===== config.mk =====
export PLATFORM = sky130hd
export DESIGN_NAME = filter_ctrl
export DESIGN_NICKNAME = d
export VERILOG_FILES = /design/src/rtl/filter_ctrl.sv
export SDC_FILE = /design/constraint.sdc
export NUM_CORES = 1
export LEC_CHECK = 0
export BUFFER_PORTS_ARGS = -buffer_cell sky130_fd_sc_hd__buf_2
export CORE_MARGIN = 2
export CORE_UTILIZATION = 54
export DETAILED_ROUTE_END_ITERATION = 10
export PLACE_DENSITY = 0.78
export SYNTH_ARGS = -nofsm -noshare
export SYNTH_HDL_FRONTEND = slang
export SYNTH_SLANG_ARGS = --single-unit

===== constraint.sdc =====
create_clock -name clk -period 2.5 [get_ports clk]
set_clock_uncertainty 0.15 [all_clocks]
set_input_delay 0.25 -clock clk [delete_from_list [all_inputs] [get_ports clk]]
set_output_delay 0.25 -clock clk [all_outputs]
set_load 0.005 [all_outputs]

===== src/rtl/filter_ctrl.sv =====
// ============================================================================
// Module   : filter_ctrl
// Brief    : Decimation filter run controller: flush, settle, deliver, drain.
// Revision : 1.0 - initial release
// ============================================================================
`default_nettype none

module filter_ctrl #(
    parameter int DECIM     = 64,
    parameter int SETTLE    = 2,
    parameter int FLUSH_CYC = 4,
    parameter int W         = 12
) (
    input  logic         clk,
    input  logic         rst,
    input  logic         start,
    input  logic         stop,
    input  logic [7:0]   num_samples,
    output logic         filt_rst_n,
    input  logic [W-1:0] filt_data,
    output logic [W-1:0] m_data,
    output logic         m_valid,
    input  logic         m_ready,
    output logic         busy,
    output logic         done,
    output logic         overflow
);

    localparam int c_PW          = (DECIM > 1) ? $clog2(DECIM) : 1;
    localparam int c_FW          = (FLUSH_CYC > 1) ? $clog2(FLUSH_CYC) : 1;
    localparam int c_SW          = (SETTLE > 1) ? $clog2(SETTLE) : 1;
    localparam int c_FLUSH_LAST  = (FLUSH_CYC > 0) ? FLUSH_CYC - 1 : 0;
    localparam int c_SETTLE_LAST = (SETTLE > 0) ? SETTLE - 1 : 0;

    localparam logic [2:0] S_IDLE   = 3'd0;
    localparam logic [2:0] S_FLUSH  = 3'd1;
    localparam logic [2:0] S_SETTLE = 3'd2;
    localparam logic [2:0] S_RUN    = 3'd3;
    localparam logic [2:0] S_DRAIN  = 3'd4;

    logic [2:0]      r_state;
    logic [2:0]      w_next;
    logic [c_FW-1:0] r_flush_cnt;
    logic [c_SW-1:0] r_settle_cnt;
    logic [c_PW-1:0] r_phase;
    logic [7:0]      r_num;
    logic [7:0]      r_count;
    logic [W-1:0]    r_m_data;
    logic            r_m_valid;
    logic            r_overflow;
    logic            r_filt_rst_n;
    logic            r_done_pend;
    logic            r_done;

    logic w_active;
    logic w_tick;
    logic w_start_acc;
    logic w_load;
    logic w_drop;
    logic w_last;
    logic w_busy;

    assign w_active    = (r_state == S_SETTLE) || (r_state == S_RUN);
    assign w_tick      = w_active && (r_phase == c_PW'(DECIM - 1));
    assign w_start_acc = (r_state == S_IDLE) && start;
    assign w_load      = (r_state == S_RUN) && w_tick && (!r_m_valid || m_ready);
    assign w_drop      = (r_state == S_RUN) && w_tick && r_m_valid && !m_ready;
    // num_samples == 0 selects continuous mode, so the terminal-count match is gated off.
    assign w_last      = w_load && (r_num != 8'd0) && ((r_count + 8'd1) == r_num);

    // State register
    always_ff @(posedge clk or posedge rst) begin
        if (rst) begin
            r_state <= S_IDLE;
        end else begin
            r_state <= w_next;
        end
    end

    // Next-state logic; stop outranks every exit other than IDLE's start
    always_comb begin
        w_next = r_state;
        case (r_state)
            S_IDLE: begin
                if (start) w_next = S_FLUSH;
            end
            S_FLUSH: begin
                if (stop)                                          w_next = S_DRAIN;
                else if (r_flush_cnt == c_FW'(c_FLUSH_LAST))       w_next = (SETTLE > 0) ? S_SETTLE : S_RUN;
            end
            S_SETTLE: begin
                if (stop)                                          w_next = S_DRAIN;
                else if (w_tick && r_settle_cnt == c_SW'(c_SETTLE_LAST)) w_next = S_RUN;
            end
            S_RUN: begin
                if (stop || w_last) w_next = S_DRAIN;
            end
            S_DRAIN: begin
                if (!r_m_valid || m_ready) w_next = S_IDLE;
            end
            default: w_next = S_IDLE;
        endcase
    end

    // Output decode
    always_comb begin
        w_busy = 1'b1;
        if (r_state == S_IDLE) w_busy = 1'b0;
    end

    always_ff @(posedge clk or posedge rst) begin
        if (rst) begin
            r_flush_cnt  <= '0;
            r_settle_cnt <= '0;
            r_phase      <= '0;
        end else begin
            r_flush_cnt  <= (r_state == S_FLUSH) ? r_flush_cnt + c_FW'(1) : '0;
            if (r_state != S_SETTLE)  r_settle_cnt <= '0;
            else if (w_tick)          r_settle_cnt <= r_settle_cnt + c_SW'(1);
            if (!w_active)            r_phase <= '0;
            else if (w_tick)          r_phase <= '0;
            else                      r_phase <= r_phase + c_PW'(1);
        end
    end

    // Output slot, run bookkeeping and status flags
    always_ff @(posedge clk or posedge rst) begin
        if (rst) begin
            r_m_data     <= '0;
            r_m_valid    <= 1'b0;
            r_overflow   <= 1'b0;
            r_num        <= '0;
            r_count      <= '0;
            r_filt_rst_n <= 1'b0;
            r_done_pend  <= 1'b0;
            r_done       <= 1'b0;
        end else begin
            if (w_load) begin
                r_m_data  <= filt_data;
                r_m_valid <= 1'b1;
            end else if (r_m_valid && m_ready) begin
                r_m_valid <= 1'b0;
            end

            if (w_start_acc)  r_overflow <= 1'b0;
            else if (w_drop)  r_overflow <= 1'b1;

            if (w_start_acc) r_num <= num_samples;

            // Saturating, so a continuous run can never alias a terminal count.
            if (w_start_acc)                      r_count <= '0;
            else if (w_load && r_count != 8'hFF)  r_count <= r_count + 8'd1;

            r_filt_rst_n <= (w_next == S_SETTLE) || (w_next == S_RUN);
            r_done_pend  <= (r_state == S_DRAIN) && (w_next == S_IDLE);
            r_done       <= r_done_pend;
        end
    end

    assign filt_rst_n = r_filt_rst_n;
    assign m_data     = r_m_data;
    assign m_valid    = r_m_valid;
    assign busy       = w_busy;
    assign done       = r_done;
    assign overflow   = r_overflow;

endmodule

`default_nettype wire


* Word level (Yosys, flattened, before mapping)
Cells that the tools add are included.
W data, S select, Z words.
** Storage, ports and cells
- Register bits after elaboration :: 45
- Input bits :: 25
- Output and inout bits :: 17
- Logic and storage cells :: 72
** Cells by class
- $add $sub $neg :: 4
- Eq/ne operators :: 11
- Mux-type cells :: 20
- Reduce and logical (&&, ||, !) cells :: 25
** Operators by type and width (number)
- $mux W3 :: 7
- $mux W8 :: 2
- $pmux W3 S5 :: 1
- $eq A3 B2 Y1 const B :: 4
- $logic_and A1 B1 Y1 :: 12
- $mux W6 :: 2
- $add A8 B1 Y8 const B :: 1
- $eq A8 B8 Y1 :: 1
- $ne A8 B8 Y1 const B :: 1
- $reduce_bool A2 Y1 :: 4
- $reduce_bool A8 Y1 :: 1
- $mux W1 :: 7
- $add A6 B1 Y6 const B :: 1
- $eq A6 B6 Y1 const B :: 1
- $logic_not A3 Y1 :: 2
- $logic_or A1 B1 Y1 :: 4
- $eq A3 B1 Y1 const B :: 1
- $eq A3 B3 Y1 const B :: 1
- $ne A3 B2 Y1 const B :: 1
- $add A2 B1 Y2 const B :: 1
- $eq A2 B2 Y1 const B :: 1
- $logic_not A1 Y1 :: 2
- $mux W2 :: 1
- $add A1 B1 Y1 const B :: 1

* Logic depth before layout (Yosys ltp)
Gate-level depths: netlist of run 1.
- Depth in word-level cells :: 12
- Mapped depth :: 7
- Gate-level depth less buffers :: 6

* Worst setup path after synthesis of run 1
Ideal clock, no wire load.
- Path kind :: register -> register
- From :: reg r_count[0]
- To :: reg r_state[0]
- Library setup time :: 131 ps
- Data arrival time :: 2024 ps
- Data required time :: 2219 ps
- Slack :: 195 ps
- Stages on the path, launching flop included :: 8
- Buffers on the path :: 1
- Period minus slack after synthesis :: 2305 ps
- Path through :: dfrtp_1 -> ha_1 -> and3_1 -> buf_6 -> mux2_4 -> a221o_1 -> a2111oi_4 -> o31ai_1
** On the way
- Cells in the longest elaborated chain, start to end :: 6
** Ends and longest elaborated chain
- start, declared :: line 47 : logic [7:0] r_count;
- start signal, assigned :: line 152 : else if (w_load && r_count != 8'hFF) r_count <= r_count + 8'd1;
- $add A8 B1 Y8 :: line 69 : assign w_last = w_load && (r_num != 8'd0) && ((r_count + 8'd1) == r_num);
- $eq A8 B8 Y1 :: line 69
- $logic_and A1 B1 Y1 :: line 69
- $logic_or A1 B1 Y1 :: line 96 : if (stop || w_last) w_next = S_DRAIN;
- $mux W3 :: line 96
- $pmux W3 S5 :: line 83 : case (r_state)
- named net w_next[0] :: line 42 : logic [2:0] w_next;
- end signal, assigned :: line 76 : r_state <= w_next;
- end, declared :: line 41 : logic [2:0] r_state;
The timed path passes the listed nets, and every way through them passes these cells.
A chain may end at the register's enable or synchronous reset.

* Worst setup path in the final report of run 1
Ends and elaborated chain as after synthesis.

==> results.md, run 1 <==
- Final setup viols: 0
- HP Class: in2reg
- Synth cell count leaders: nand2_1, dfrtp_1, nor2_1
- CP max stage cell: dfrtp_1
- Synth Area in XOR/XNOR: 5.239%
- Routed WL: 4.806 mm
- Final worst path period need: 2.383 ns
- Synthesized area per cell: 9.659 µm²
- Post-Syn Nets: 253
- DRC violations left: 0
- Gr usage total: 24.14%
- Worst path cell trace: ha_1, and3_1, mux2_4, a221o_1, a2111oi_4, o31ai_1
- Unrepaired setup endpoints after global routing: no
- Clk Latency, worst-skew pair: 0.29 ns
- Share of cells above drive strength 1: 23.32%
- Crit-path max FO: 7
- Combinational share of power: 23.4%
- Cells after Synth: 225
- Gr ovfl total: 0
- Sw Share: 29.11%
- Starting Density: 55.13%
- CTS hold repair buffers: 13
- Mux contribution to synthesized area: 4.318%
- P_sw: 0.5797 mW
- Root buf cell: clkbuf_8
- Largest net degree at the start of global routing: 27
- Synth Area in Simple Gates: 24.24%
- Synth top area cells: dfrtp_1, nand2_1, mux2_2
- Worst VDD drop: 0.0005147 V
- Synth cell types: 35
- Outcome: complete, no violations
- Post-DP HPWL: 3.295 mm
- H-tree levels: 2
- First-pass GRT wire length: 8.017 mm
- Total number of vias: 1,841
- Fmax: 0.4197 GHz
- Post-CTS sizing: 0
- Area Growth Syn to Fin: 23.78%
- Die Footprint: 4548 µm²
- Post-synthesis compound-gate area fraction: 9.039%
- Die Wd: 67.44 µm
- Initial antenna violation count: 0
- Core Area: 3943 µm²
- CTS tree: yes
- Layout Nets: 310
- Synth warnings: 0
- Ant. Diodes: 0
- RD Place Congestion: 0.8601
- Worst Path Required: 2.52 ns
- Post-synth top area cell: dfrtp_1
- Internal power: 1.411 mW
- Clock Power Share: 28.4%
- Power per cell area: 740.2 nW/µm²
- Min-delay src: filt_data[7]
- Crit path arrival time: 2.40 ns
- Via/cell ratio: 5.529
- Critical R2R Launch: r_count[0]
- Post-CTS setup buffers: 0
- Post-synthesis adder-cell area fraction: 1.727%
- Leak: 1.253 nW
- Die Y: 67.44 µm
- Post-Syn Area: 2173 µm²
- Worst Setup Path Type: reg2reg
- Pins Over Slew Limit: 0
- Register bit total from synthesis: 45
- Starting DRC count in detailed routing: 125
- DR pass1 iterations: 4
- EDFF count, synth: 0
- Worst setup SP type: flop
- Largest family of logic cells by synthesized area: simple AND/OR/NAND/NOR gates
- CP startpoint: r_count[0]
- Number of global-route vias before repair: 1,684
- Max cap viols: 0
- Final worst-path cycle share: 95.32%
- PortBufs: 41
- Sum Neg Setup Slack: 0 ns
- # IOs: 42
- Most numerous cell in the Yosys netlist: nand2_1
- CTS sink cnt: 45
- Ys async rst share: 100.0%
- Crit. End Element: flop
- Sequential power share: 48.3%
- Share of the synthesized area in the top cell type: 51.81%
- CTS Buf Count: 5
- Clock transition at the registers of the reported paths: 0.08 ns
- Max clock buf depth: 2
- Antenna viol nets, final: 0
- Register area share after synthesis: 51.81%
- Rows: 23
- CP peak stage delay: 0.44 ns
- Worst rel slew slack: 40.15%
- Ys flop type: dfrtp_1
- Final hold slack: 0.01216 ns
- DR WL/cell: 14.43 µm
- Worst-Margin Slew: 0.8922 ns
- Final hold violations: 0
## registers in the layout (all words and copies together), names as in the netlist
| register | flops |
|---|---|
| r_count | 8 |
| filt_rst_n | 1 |
| r_num | 8 |
| overflow | 1 |
| m_data | 12 |
| r_state | 3 |
| r_done_pend | 1 |
| m_valid | 1 |
| r_settle_cnt | 1 |
| done | 1 |
| r_phase | 6 |
| r_flush_cnt | 2 |
## worst max-delay path: cells and delay by family (launching register included)
family,cells,cell delay (ns)
AO/OA/AOI/OAI,3,0.89
AND/OR/NAND/NOR,1,0.22
flip-flops,1,0.44
multiplexers,1,0.25
adder cells (fa/ha/maj),1,0.30
## area by class of cell
type	count	area, µm²
multi-input cells	164	974.7
fillers	294	1252
clock buffers	6	82.58
clock inverters	2	37.54
repair buffers	61	387.9
flip-flops and latches	45	1126
inverters	5	18.77
well taps	50	62.56
## power by group through the flow
stage | registers, mW | clock network [mW] | logic, mW
after floorplan | 0.934 | 0 | 0.332
after global placement | 0.969 | 0 | 0.436
after detailed placement | 0.972 | 0 | 0.450
after CTS | 0.958 | 0.577 | 0.470
after global routing | 0.975 | 0.616 | 0.515
final | 0.961 | 0.565 | 0.465
## metal layers
metal	track usage, %	vias to the layer above	wire length (µm)
li1	-	887	-
met1	34.80	867	2056
met2	35.77	76	2354
met3	5.500	11	312
met4	8.929	0	83
met5	0	-	0
## path summary, 6_finish.rpt
kind | endpoint | slack, ns | depth (start not counted)
worst min register to register | done | 0.21 | 0
worst min-delay path | m_data[7] | 0.01 | 3
min in group asynchronous | overflow | 0.45 | 3
max in group asynchronous | r_count[0] | 1.15 | 4
worst max-delay path | r_state[0] | 0.12 | 6
worst max register to register | r_state[0] | 0.12 | 6
## layout by cell type (no fill, tap or decap), types with 2 or more instances in the layout
cell type      instances
nand2b_1               6
ha_1                   3
xor2_1                 6
clkbuf_8               6
dlygate4sd3_1         13
nor2b_1                2
nor3_1                 5
buf_4                  7
inv_1                  4
mux2_2                 7
nand4_1                3
o31ai_1                2
nand3b_1               2
xnor2_1                7
nor3b_1                5
a31oi_1                2
nand2_1               53
nor4_1                 4
nor2_1                16
a21oi_1                4
dfrtp_1               45
buf_2                 41
nand3_1                6
o21ai_0               12
or3_1                  2
and3_1                 5
o32ai_1                2
## kinds of logic (layout without fill, tap and decap cells)
| kind of cell | count (synthesis) | count (layout) |
|---|---|---|
| buffers and inverters | 16 | 74 |
| adders and majority gates | 3 | 3 |
| and+or+nand+nor | 112 | 112 |
| muxes | 8 | 8 |
| xor gates and xnor gates | 13 | 13 |
| DFF | 45 | 45 |
| AOI/OAI and AO/OA | 28 | 28 |
## through the flow
step                power [mW]  worst slack, ns  area, µm²  instances  utilization (%)
global placement         1.405           0.2414       2440        312            61.89
detailed placement       1.422           0.1677       2440        312            61.89
CTS                      2.005           0.1562       2690        333            68.23
floorplan                1.266           0.1954       2173        225                -
global route             2.106         0.006314       2690        333            68.23
finish                   1.991           0.1171       2690        333            68.23
(Power assumes the default switching activity.)
==> inputs of run 2 (changes only) <==
--- a/config.mk
+++ b/config.mk
@@ -6,7 +6,6 @@
 export NUM_CORES = 1
 export LEC_CHECK = 0
 export BUFFER_PORTS_ARGS = -buffer_cell sky130_fd_sc_hd__buf_2
-export CORE_MARGIN = 2
 export CORE_UTILIZATION = 54
 export DETAILED_ROUTE_END_ITERATION = 10
 export PLACE_DENSITY = 0.78
==> run 2 against run 1 <==
Clock power is 22% lower. Largest cell class unchanged. Clock-buffer cell count stayed put. Highest routed layer unchanged. Maximum frequency is 1.8% higher. Sequential share of layout area is 0.79 points higher. Hold slack better by 0.011 ns. Wire length is 4.6% lower.
==> results.md, run 2 (same netlist as run 1, synthesis figures left out) <==
- Die Y: 65.44 µm (was 67.44 µm)
- Core Area: 3771 µm² (was 3943 µm²)
- CTS sink cnt: 45 (unchanged)
- Starting DRC count in detailed routing: 112 (was 125)
- Worst VDD drop: 0.0004360 V (was 0.0005147 V)
- R2R Path End: r_state[0] (unchanged)
- Final worst path period need: 2.341 ns (was 2.383 ns)
- Critical R2R Launch: r_count[0] (unchanged)
- Share of cells above drive strength 1: 22.42% (was 23.32%)
- Antenna viol nets, final: 0 (unchanged)
- Die Wd: 65.44 µm (was 67.44 µm)
- Root buf cell: clkbuf_8 (unchanged)
- H-tree levels: 2 (unchanged)
- DR WL/cell: 13.93 µm (was 14.43 µm)
- Pins Over Slew Limit: 0 (unchanged)
- Routed WL: 4.583 mm (was 4.806 mm)
- Top cell family by delay on the critical path: compound AO/OA/AOI/OAI gates (unchanged)
- Fmax: 0.4272 GHz (was 0.4197 GHz)
- First-pass GRT wire length: 7.631 mm (was 8.017 mm)
- Max cap viols: 0 (unchanged)
- Ant. Diodes: 0 (unchanged)
- Clock transition at the registers of the reported paths: 0.09 ns (was 0.08 ns)
- HP Class: in2reg (unchanged)
- Most common cell after layout, fill and taps aside: nand2_1 (unchanged)
- Initial antenna violation count: 0 (unchanged)
- Place WS: 0.1608 ns (was 0.1677 ns)
- Post-DP HPWL: 3.107 mm (was 3.295 mm)
- CP startpoint: r_count[0] (unchanged)
- Worst Reg-to-Reg Cells: 6 (unchanged)
- DR pass1 iterations: 4 (unchanged)
- Worst Setup Path Type: reg2reg (unchanged)
- Worst Path Required: 2.54 ns (was 2.52 ns)
- Via/cell ratio: 5.426 (was 5.529)
- Post-route setup slack: 0.1593 ns (was 0.1171 ns)
- Total number of vias: 1,785 (was 1,841)
- Power per cell area: 699.5 nW/µm² (was 740.2 nW/µm²)
- Worst-Margin Slew: 0.5455 ns (was 0.8922 ns)
- Crit-path max FO: 7 (unchanged)
- Layout Nets: 308 (was 310)
- Final worst-path cycle share: 93.63% (was 95.32%)
- DRC violations left: 0 (unchanged)
- Max reg flops: 12 (unchanged)
- Clk Latency, worst-skew pair: 0.30 ns (was 0.29 ns)
- Crit. End Element: flop (unchanged)
- Worst path cell trace: ha_1, and3_1, mux2_4, a221o_1, a2111oi_4, o31ai_1 (unchanged)
- RD Place Congestion: 0.8695 (was 0.8601)
- CP max stage cell: dfrtp_1 (unchanged)
- Outcome: complete, no violations (unchanged)
- Final hold violations: 0 (unchanged)
- WP buf/inv: 0 (unchanged)
- Leak: 1.223 nW (was 1.253 nW)
- Rows: 22 (was 23)
- Min-delay src: stop (was filt_data[7])
- Starting Density: 57.63% (was 55.13%)
- Gr ovfl total: 0 (unchanged)
- Crit path arrival time: 2.38 ns (was 2.40 ns)
- Layout Cells excl Fill: 329 (was 333)
- Final setup viols: 0 (unchanged)
- Worst setup SP type: flop (unchanged)
- Placed Cells: 308 (was 312)
- Gr usage total: 23.94% (was 24.14%)
- CP peak stage delay: 0.44 ns (about the same)
- CTS tree: yes (unchanged)
- Max clock buf depth: 2 (unchanged)
- Post-CTS sizing: 0 (unchanged)
- Post-CTS setup buffers: 0 (unchanged)
- Sum Neg Setup Slack: 0 ns (unchanged)
- Commonest non-fill, non-tap cells in the layout: nand2_1, dfrtp_1, buf_2, nor2_1, dlygate4sd3_1 (unchanged)
- Unrepaired setup endpoints after global routing: no (unchanged)
- Hold path depth: 2 (was 3)
- Die Footprint: 4282 µm² (was 4548 µm²)
- # IOs: 42 (unchanged)
- Worst rel slew slack: 63.63% (was 40.15%)
- Largest net degree at the start of global routing: 46 (was 27)
- R2R setup slack: 0.16 ns (was 0.12 ns)
- Number of global-route vias before repair: 1,761 (was 1,684)
- Hold endpoint: filt_rst_n (was m_data[7])
- PortBufs: 41 (unchanged)
- Area Growth Syn to Fin: 21.47% (was 23.78%)
- CTS Buf Count: 5 (unchanged)
-- run 2: area by class of cell --
cell class,instances,area (µm²)
clock buffer,6,72.57
sequential,45,1126
fill,264,1131
clock inverter,2,15.01
multi-input combinational,164,974.7
timing repair buffer,59,372.9
tap,48,60.06
inverter,5,18.77
-- run 2: repair_timing --
| action | 4_1_cts | 5_1_grt |
|---|---|---|
| hold buffers | 13 | 0 |
| endpoints found under the setup margin | 0 | 0 |
| hold endpoints to repair | 57 | 0 |
-- run 2: per-stage QoR --
| stage | hold WS, ns | cell area [µm²] | utilization [%] | total power, mW |
|---|---|---|---|---|
| final | 0.02351 | 2640 | 70.01 | 1.847 |
| after global placement | 0.1829 | 2422 | 64.23 | 1.393 |
| after CTS | 0.01140 | 2640 | 70.01 | 1.859 |
| after floorplan | 0.1728 | 2173 | - | 1.266 |
| after global routing | 0.03135 | 2640 | 70.01 | 1.949 |
| after detailed placement | 0.1879 | 2422 | 64.23 | 1.404 |
-- run 2: power breakdown --
group / total, mW / leakage, nW / internal [mW] / switching, mW
Sequential: 0.962 / 0.579 / 0.839 / 0.124
Combinational: 0.442 / 0.607 / 0.239 / 0.203
Clock: 0.443 / 0.0374 / 0.197 / 0.246
-- run 2: worst max-delay path by stage --
stage                     depth (start not counted)         end
after floorplan                                   7  r_state[0]
after global placement                            6  r_state[0]
after detailed placement                          6  r_state[0]
after CTS                                         6  r_state[0]
after global routing                              6  r_state[0]
final                                             6  r_state[0]
-- run 2: layer usage --
| metal | up-vias | share of wire [%] | routed length [µm] | GRT usage [%] |
|---|---|---|---|---|
| met5 | - | 0 | 0 | 0 |
| met4 | 0 | 1.9 | 87 | 12.50 |
| met3 | 11 | 2.7 | 122 | 4.688 |
| met2 | 35 | 50 | 2305 | 39.43 |
| met1 | 854 | 45 | 2067 | 29.69 |
| li1 | 885 | - | - | - |
-- run 2: worst register-to-register path, stage by stage, from the launching register on --
cell and delay (ns):
dfrtp_1 0.44, ha_1 0.30, and3_1 0.23, mux2_4 0.25
a221o_1 0.33, a2111oi_4 0.41, o31ai_1 0.11
==> inputs of run 3 (changes only) <==
--- a/config.mk
+++ b/config.mk
@@ -6,9 +6,9 @@
 export NUM_CORES = 1
 export LEC_CHECK = 0
 export BUFFER_PORTS_ARGS = -buffer_cell sky130_fd_sc_hd__buf_2
-export CORE_UTILIZATION = 54
+export CORE_UTILIZATION = 43
 export DETAILED_ROUTE_END_ITERATION = 10
-export PLACE_DENSITY = 0.78
+export GPL_TIMING_DRIVEN = 0
 export SYNTH_ARGS = -nofsm -noshare
 export SYNTH_HDL_FRONTEND = slang
 export SYNTH_SLANG_ARGS = --single-unit
==> run 3 against run 2 <==
Hold slack got worse by 0.018 ns. Sequential power down 1%. Critical path depth up 1. Maximum frequency shrank 3.3%. Critical path type unchanged. Critical endpoint is now filt_rst_n. Largest power group unchanged.
==> results.md, run 3 (same netlist as run 1, synthesis figures left out) <==
- Outcome: complete, no violations (unchanged)
- Gr usage total: 19.60% (was 23.94%)
- Core Area: 4786 µm² (was 3771 µm²)
- Share of cells above drive strength 1: 23.69% (was 22.42%)
- Fmax: 0.4131 GHz (was 0.4272 GHz)
- Max cap viols: 0 (unchanged)
- Sum Neg Setup Slack: 0 ns (unchanged)
- # IOs: 42 (unchanged)
- H-tree levels: 2 (unchanged)
- Post-DP HPWL: 3.241 mm (was 3.107 mm)
- Rows: 25 (was 22)
- Area Growth Syn to Fin: 25.10% (was 21.47%)
- Initial antenna violation count: 0 (unchanged)
- Worst setup SP type: flop (unchanged)
- Die Wd: 73.10 µm (was 65.44 µm)
- Max clock buf depth: 2 (unchanged)
- First-pass GRT wire length: 7.914 mm (was 7.631 mm)
- HP Class: in2reg (unchanged)
- Placed Cells: 334 (was 308)
- PortBufs: 41 (unchanged)
- Worst Setup Path Type: reg2reg (unchanged)
- Crit. End Element: flop (unchanged)
- Worst VDD drop: 0.0003939 V (was 0.0004360 V)
- Total number of vias: 1,820 (was 1,785)
- Final hold violations: 0 (unchanged)
- Post-DP Area: 2482 µm² (was 2422 µm²)
- Die Footprint: 5343 µm² (was 4282 µm²)
- Crit path arrival time: 2.43 ns (was 2.38 ns)
- DR pass1 iterations: 4 (unchanged)
- Pins Over Slew Limit: 0 (unchanged)
- Antenna viol nets, final: 0 (unchanged)
- Worst rel slew slack: 71.79% (was 63.63%)
- DR WL/cell: 13.28 µm (was 13.93 µm)
- Unrepaired setup endpoints after global routing: no (unchanged)
- CTS sink cnt: 45 (unchanged)
- Worst Path Required: 2.51 ns (was 2.54 ns)
- Final setup viols: 0 (unchanged)
- DRC violations left: 0 (unchanged)
- Gr ovfl total: 0 (unchanged)
- Largest net degree at the start of global routing: 30 (was 46)
- CTS Buf Count: 5 (unchanged)
- Leak: 1.249 nW (was 1.223 nW)
- Clk Latency, worst-skew pair: 0.29 ns (was 0.30 ns)
- Layout Nets: 315 (was 308)
- Starting Density: 45.41% (was 57.63%)
- Max reg flops: 12 (unchanged)
- Crit-path max FO: 9 (was 7)
- Most common cell after layout, fill and taps aside: nand2_1 (unchanged)
- Finished Cell Area: 2719 µm² (was 2640 µm²)
- Via/cell ratio: 5.141 (was 5.426)
- Layout Cells excl Fill: 354 (was 329)
- Root buf cell: clkbuf_8 (unchanged)
- Number of global-route vias before repair: 1,707 (was 1,761)
- Commonest non-fill, non-tap cells in the layout: nand2_1, buf_2, dfrtp_1, nor2_1 (was nand2_1, dfrtp_1, buf_2, nor2_1, dlygate4sd3_1)
- Final worst path period need: 2.421 ns (was 2.341 ns)
- Power per cell area: 681.7 nW/µm² (was 699.5 nW/µm²)
- Die Y: 73.10 µm (was 65.44 µm)
- Final worst-path cycle share: 96.84% (was 93.63%)
- Worst-Margin Slew: 0.4231 ns (was 0.5455 ns)
- Ant. Diodes: 0 (unchanged)
- Clock transition at the registers of the reported paths: 0.08 ns (was 0.09 ns)
- Routed WL: 4.701 mm (was 4.583 mm)
- RD Place Congestion: 0.7497 (was 0.8695)
- CTS tree: yes (unchanged)
- Starting DRC count in detailed routing: 64 (was 112)
run 3: changes by cell type in the layout (fill, tap and decap cells not counted), sizes merged:
cell / delta
clkbuf: +7
buf: +2
clkinv: -1
inv: +1
clkinvlp: -2
dlygate4sd3: -1
run 3: metal layers:
layer,track usage (%),vias up,wire [µm]
li1,-,894,-
met1,25.29,888,2148
met2,32.82,32,2327
met3,4.282,6,163
met4,6.100,0,61
met5,0,-,0
run 3: path summary, 6_finish.rpt:
kind | start | endpoint | slack (ns) | cells past startpoint
max | r_count[0] | filt_rst_n | 0.08 | 7
min | filt_data[2] | m_data[2] | 0.006 | 3
max reg2reg | r_count[0] | filt_rst_n | 0.08 | 7
min reg2reg | r_done_pend | done | 0.20 | 0
max in group asynchronous | rst | r_count[0] | 1.37 | 4
min in group asynchronous | rst | m_data[4] | 0.33 | 3
run 3: repair_timing:
action,4_1_cts,5_1_grt
gates resized for setup,0,5
cloned,0,0
hold endpoints to repair,27,0
pin swaps,1,1
endpoints found under the setup margin,4,11
hold buffers,12,0
setup buffers,0,1
run 3: worst max-delay path, stage by stage (launching register included):
cell and delay, ns:
dfrtp_2 0.46, ha_4 0.20, and3_1 0.18, buf_6 0.13, mux2_4 0.25, a221o_1 0.34, a2111oi_4 0.46, nor4_1 0.10
run 3: power by group:
group	internal [mW]	switching [mW]	leakage [nW]
combinational	0.240	0.217	0.628
clock	0.220	0.229	0.0443
sequential	0.839	0.110	0.577
total	1.30	0.555	1.25
run 3: area by class of cell:
class	instances	area, µm²
plain buffers	11	60.06
multi-input cells	164	989.7
flip-flops and latches	45	1127
well taps	67	83.83
repair buffers	55	352.8
clock buffers	7	86.33
inverters	5	18.77
fillers	427	2067
run 3: stage by stage:
stage	setup slack, ns	hold slack [ns]	util (%)	power [mW]
after CTS	0.006474	0.002703	56.18	1.872
after detailed placement	-0.01501	0.1076	51.87	1.404
after floorplan	0.1954	0.1728	-	1.266
after global placement	-0.03290	0.1837	51.45	1.396
after global routing	0.009380	0.01055	56.81	1.968
final	0.07907	0.005775	56.81	1.854
